### src/rtl/pe_out_merge.sv
// pe_out_merge: merges the two PE graph result streams into one tagged stream.
// Each input has a DEPTH-entry FIFO; a round-robin arbiter feeds a single
// output register. A sticky stall-timeout error is raised when the output
// is held valid without being taken for STALL_LIMIT consecutive cycles.
// Optional feature macro: PE_OUT_MERGE_CNT_EN adds per-input token counters
// cnt0/cnt1.
module pe_out_merge #(
    parameter int DATA_WIDTH  = 32,
    parameter int DEPTH       = 4,
    parameter int STALL_LIMIT = 64
) (
    input  logic                  clk,
    input  logic                  rst,
    input  logic                  in0_valid,
    output logic                  in0_ready,
    input  logic [DATA_WIDTH-1:0] in0_data,
    input  logic                  in1_valid,
    output logic                  in1_ready,
    input  logic [DATA_WIDTH-1:0] in1_data,
    output logic                  out_valid,
    input  logic                  out_ready,
    output logic [DATA_WIDTH-1:0] out_data,
    output logic                  out_tag,
    output logic                  error_valid,
    output logic [15:0]           error_code
`ifdef PE_OUT_MERGE_CNT_EN
    ,
    output logic [31:0]           cnt0,
    output logic [31:0]           cnt1
`endif
);

    localparam int AW = $clog2(DEPTH);
    localparam int PW = AW + 1;
    localparam int SW = $clog2(STALL_LIMIT + 1);
    localparam logic [SW-1:0] STALL_MAX = SW'(STALL_LIMIT);

    logic [DATA_WIDTH-1:0] r_mem0 [DEPTH];
    logic [DATA_WIDTH-1:0] r_mem1 [DEPTH];
    logic [PW-1:0]         r_wr0;
    logic [PW-1:0]         r_rd0;
    logic [PW-1:0]         r_wr1;
    logic [PW-1:0]         r_rd1;

    logic                  r_out_valid;
    logic [DATA_WIDTH-1:0] r_out_data;
    logic                  r_out_tag;
    logic                  r_rr;

    logic [SW-1:0]         r_stall_cnt;
    logic                  r_err_valid;
    logic [15:0]           r_err_code;

    logic                  w_empty0;
    logic                  w_empty1;
    logic                  w_full0;
    logic                  w_full1;
    logic                  w_push0;
    logic                  w_push1;
    logic                  w_load_en;
    logic                  w_gnt_any;
    logic                  w_gnt1;
    logic                  w_pop0;
    logic                  w_pop1;
    logic                  w_stall;
    logic [SW-1:0]         w_stall_nxt;

    // The extra pointer MSB separates full (MSBs differ) from empty (equal).
    assign w_empty0 = (r_wr0 == r_rd0);
    assign w_empty1 = (r_wr1 == r_rd1);
    assign w_full0  = (r_wr0[AW] != r_rd0[AW]) && (r_wr0[AW-1:0] == r_rd0[AW-1:0]);
    assign w_full1  = (r_wr1[AW] != r_rd1[AW]) && (r_wr1[AW-1:0] == r_rd1[AW-1:0]);

    // Ready depends only on FIFO state (and reset), never on out_ready.
    assign in0_ready = !w_full0 && !rst;
    assign in1_ready = !w_full1 && !rst;
    assign w_push0   = in0_valid && in0_ready;
    assign w_push1   = in1_valid && in1_ready;

    // in1 wins when it is the only candidate, or when both wait and the pointer favours it.
    assign w_load_en = !r_out_valid || out_ready;
    assign w_gnt_any = w_load_en && (!w_empty0 || !w_empty1);
    assign w_gnt1    = !w_empty1 && (w_empty0 || r_rr);
    assign w_pop0    = w_gnt_any && !w_gnt1;
    assign w_pop1    = w_gnt_any && w_gnt1;

    assign w_stall     = r_out_valid && !out_ready;
    assign w_stall_nxt = !w_stall ? '0 :
                         (r_stall_cnt == STALL_MAX) ? r_stall_cnt : r_stall_cnt + SW'(1);

    // FIFO storage writes; contents need no reset because pointers gate visibility.
    always_ff @(posedge clk) begin
        if (w_push0) r_mem0[r_wr0[AW-1:0]] <= in0_data;
        if (w_push1) r_mem1[r_wr1[AW-1:0]] <= in1_data;
    end

    // FIFO pointer updates; reset empties both queues.
    always_ff @(posedge clk) begin
        if (rst) begin
            r_wr0 <= '0;
            r_rd0 <= '0;
            r_wr1 <= '0;
            r_rd1 <= '0;
        end else begin
            if (w_push0) r_wr0 <= r_wr0 + PW'(1);
            if (w_pop0)  r_rd0 <= r_rd0 + PW'(1);
            if (w_push1) r_wr1 <= r_wr1 + PW'(1);
            if (w_pop1)  r_rd1 <= r_rd1 + PW'(1);
        end
    end

    // Output register: load the granted head entry, or empty out once taken.
    always_ff @(posedge clk) begin
        if (rst) begin
            r_out_valid <= 1'b0;
            r_out_data  <= '0;
            r_out_tag   <= 1'b0;
            r_rr        <= 1'b0;
        end else if (w_gnt_any) begin
            r_out_valid <= 1'b1;
            r_out_data  <= w_gnt1 ? r_mem1[r_rd1[AW-1:0]] : r_mem0[r_rd0[AW-1:0]];
            r_out_tag   <= w_gnt1;
            r_rr        <= !w_gnt1;
        end else if (out_ready) begin
            r_out_valid <= 1'b0;
        end
    end

    // Stall watchdog: saturating run-length of unaccepted output, sticky error.
    always_ff @(posedge clk) begin
        if (rst) begin
            r_stall_cnt <= '0;
            r_err_valid <= 1'b0;
            r_err_code  <= 16'd0;
        end else begin
            r_stall_cnt <= w_stall_nxt;
            if (w_stall_nxt == STALL_MAX) begin
                r_err_valid <= 1'b1;
                r_err_code  <= 16'd1;
            end
        end
    end

    assign out_valid   = r_out_valid;
    assign out_data    = r_out_data;
    assign out_tag     = r_out_tag;
    assign error_valid = r_err_valid;
    assign error_code  = r_err_code;

`ifdef PE_OUT_MERGE_CNT_EN
    logic [31:0] r_cnt0;
    logic [31:0] r_cnt1;

    // Accepted-token counters per input, free-running with natural wrap.
    always_ff @(posedge clk) begin
        if (rst) begin
            r_cnt0 <= '0;
            r_cnt1 <= '0;
        end else begin
            if (w_push0) r_cnt0 <= r_cnt0 + 32'd1;
            if (w_push1) r_cnt1 <= r_cnt1 + 32'd1;
        end
    end

    assign cnt0 = r_cnt0;
    assign cnt1 = r_cnt1;
`else
    // Token counters are not built in this configuration.
`endif

endmodule

### config.mk
export PLATFORM = sky130hd
export DESIGN_NAME = pe_out_merge
export DESIGN_NICKNAME = d
export VERILOG_FILES = /design/src/rtl/pe_out_merge.sv
export SDC_FILE = /design/constraint.sdc
export NUM_CORES = 1
export LEC_CHECK = 0
export CELL_PAD_IN_SITES_DETAIL_PLACEMENT = 1
export CELL_PAD_IN_SITES_GLOBAL_PLACEMENT = 1
export CORE_AREA = 2 2 259 197
export CTS_CLUSTER_DIAMETER = 200
export CTS_CLUSTER_SIZE = 14
export DETAILED_ROUTE_END_ITERATION = 10
export DIE_AREA = 0 0 261 199
export GPL_TIMING_DRIVEN = 0
export PLACE_DENSITY = 0.46
export SYNTH_ARGS = -nofsm -noshare
export SYNTH_HDL_FRONTEND = slang
export SYNTH_SLANG_ARGS = --single-unit
### constraint.sdc
create_clock -name clk -period 3.85 [get_ports clk]
set_input_delay 0.5775 -clock clk [delete_from_list [all_inputs] [get_ports clk]]
set_output_delay 0.5775 -clock clk [all_outputs]
set_load 0.01 [all_outputs]
==> flow_metrics.tcl <==
set metrics [dict create \
    outcome "finished clean" \
    hold_path_class "reg -> reg" \
    gp_routability_congestion 0.741 \
    period_minus_slack_ps 3020 \
    synth_compound_area_share_pct 4.32 \
    hpwl_mm 21.6 \
    rsz0062_at_grt "no" \
    yosys.area.top_type "edfxtp_1" \
    cts_sinks 315 \
    slew_headroom_pct 20.8 \
    synthSimpleGateAreaFrac_pct 5.18 \
    drive_above_1_share_pct 15.8 \
    ctsHtreeMaxLevel 1 \
    grt_usage_pct 12.1 \
    synth_cell_types 44 \
    antenna_left 0 \
    dp_cells 1481 \
    endpoint_kind "output port" \
    period_share_pct 78.5 \
    synth_top_family_by_area "multiplexers" \
    synth-xor-area-share_pct 1.08 \
    maxSlewViolCount 0 \
    dp_worst_setup_slack_ps 679 \
    cp_max_fo 10 \
    ios 122 \
    io_buffers 106 \
    cts_root_buf "clkbuf_16" \
    final_cell_mix "edfxtp_1 (256), clkdlybuf4s50_1 (106), mux4_2 (64), dfxtp_1 (59), clkbuf_1 (48)" \
    async_reset_ff_share_pct 0 \
    cts_tree "built" \
    routed-via-count 6553 \
    grt_max_degree 30 \
    rows 71 \
    setup_ws_ps 829 \
    maxCapViolations 0 \
    synthFlopType "edfxtp_1" \
    final_area_um2 15100 \
    die_h_um 199 \
    yosysWarnings 0 \
    clkSlewWorstSetupHoldPaths_ps 70 \
    core_um2 49600 \
    irDropWorstVdd_uv 286 \
    start_util_pct 24.6 \
    die-area_um2 51900 \
    numCtsBuffers 26 \
    setup_tns_ps 0 \
    synth_area_um2 12200 \
    crit_path_start_kind "input port" \
    grt_pass1_wl_mm 46.2 \
    synth_top_area_share_pct 62.9 \
    ctsResizeCount 0 \
    drt-total-wl_mm 31.0 \
    fillers 5162 \
    cts_setup_buffers 0 \
    crit_type "in -> out" \
    grt_overflow 0 \
    area_delta_synth_final_pct 23.4 \
    drt_iter0_drc 429 \
    wl_per_cell_um 20.2 \
    synth-seq-area-share_pct 72.6 \
    detail_route.drc_violations 0 \
    leakage_uw 0.00468 \
    grt_pass1_vias 7055 \
    worstSkewPairLatency_ps 560 \
    fin_skew_ps 19.2 \
    final_common_cell "edfxtp_1" \
    postPlaceCellArea_um2 14300 \
    first_pass_iters 4 \
    antenna_found_initial 2 \
    die_w_um 261 \
    yosys-top-cells-area "edfxtp_1 (63%), mux4_2 (12%), dfxtp_1 (9.7%)" \
    synth.avg_cell_area_um2 17.5 \
    syn_inst 696 \
    setup_violations 0 \
    cts-hold-fix-buffers 0 \
    yosys_register_bits 315 \
    required_ps 3270 \
    yosys-mux-area-fraction_pct 12.1 \
    synthAdderAreaFrac_pct 1.23 \
    p_per_area_nw_per_um2 588 \
    tightest_slew_ps 1180 \
    layout.nets 933 \
    cp.arrival_ps 2440 \
    viasPerCell 4.29 \
    synth-edff-count 256 \
    cts.path.max_buffers 3 \
    diodes 0 \
    final_cells 1529 \
    finalHoldViolCount 0 \
    finalPower_uw 8860 \
    max_freq_mhz 331 \
]
-- final cells by class --
| cell class | count | area, um2 | share of cell area [%] |
|---|---|---|---|
| timing repair buffer | 114 | 1220 | 8.10 |
| tap | 657 | 822 | 5.45 |
| inverter | 41 | 154 | 1.02 |
| sequential | 315 | 8870 | 58.8 |
| buffer | 52 | 262 | 1.74 |
| clock buffer | 46 | 726 | 4.82 |
| multi-input combinational | 302 | 2990 | 19.9 |
| clock inverter | 2 | 25.0 | 0.166 |
-- report_power, final --
part	internal [uW]	total (uW)	switching, uW
clock network	1280	2490	1210
logic	1010	2270	1260
registers	3920	4090	179
total	6200	8860	2650
-- stage by stage --
step | hold slack, ps | util [%]
2_1_floorplan | 478 | -
3_5_place_dp | 489 | 28.9
3_3_place_gp | 484 | 28.5
6_report | 500 | 30.4
4_1_cts | 501 | 30.4
5_1_grt | 521 | 30.4
-- registers in the layout, summed over array words and instances (netlist names), named ones only --
name and flops:
r_wr1 3, r_rd0 3, error_code 1, out_valid 1
r_mem0 128, r_mem1 128, r_rr 1, out_tag 1
r_stall_cnt 7, out_data 32, r_wr0 3, r_rd1 3
-- logic make-up after synthesis --
group	Yosys count
compound gates	75
xor+xnor	15
fa+ha+maj	12
buf+inv	93
flops	315
mux	68
other cells	1
simple gates	117
-- cell usage after synthesis (9+ instances only) --
cell type  count
a21oi_1       10
buf_4         16
clkbuf_1      28
dfxtp_1       59
edfxtp_1     256
ha_1          12
inv_1         40
mux4_2        64
nand2_1        9
nand3_1       41
nand4_1       32
nor2_1        12
o211ai_1      32
o21ai_0       10
xnor2_1        9
-- worst paths after layout --
kind,from,to,slack (ps),depth (start not counted)
worst max-delay path,rst,in1_ready,830,4
worst min-delay path,out_data[25]$_SDFFE_PP0P_,out_data[25]$_SDFFE_PP0P_,500,2
worst max register to register,r_wr0[0]$_SDFFE_PP0P_,r_mem0[3][2]$_DFFE_PP_,1130,4
worst min register to register,out_data[25]$_SDFFE_PP0P_,out_data[25]$_SDFFE_PP0P_,500,2
-- per-layer routing --
layer	vias up	wire (um)	global-route usage [%]
met5	-	27	0
met4	4	511	2.21
met1	3317	14700	17.0
met2	145	13900	18.9
li1	3051	-	-
met3	36	1790	3.06
-- critical path: stages --
cell and delay (ps):
clkdlybuf4s50_1 650, clkbuf_1 540, a31oi_1 150, clkdlybuf4s50_1 520
(Power assumes the default switching activity.)
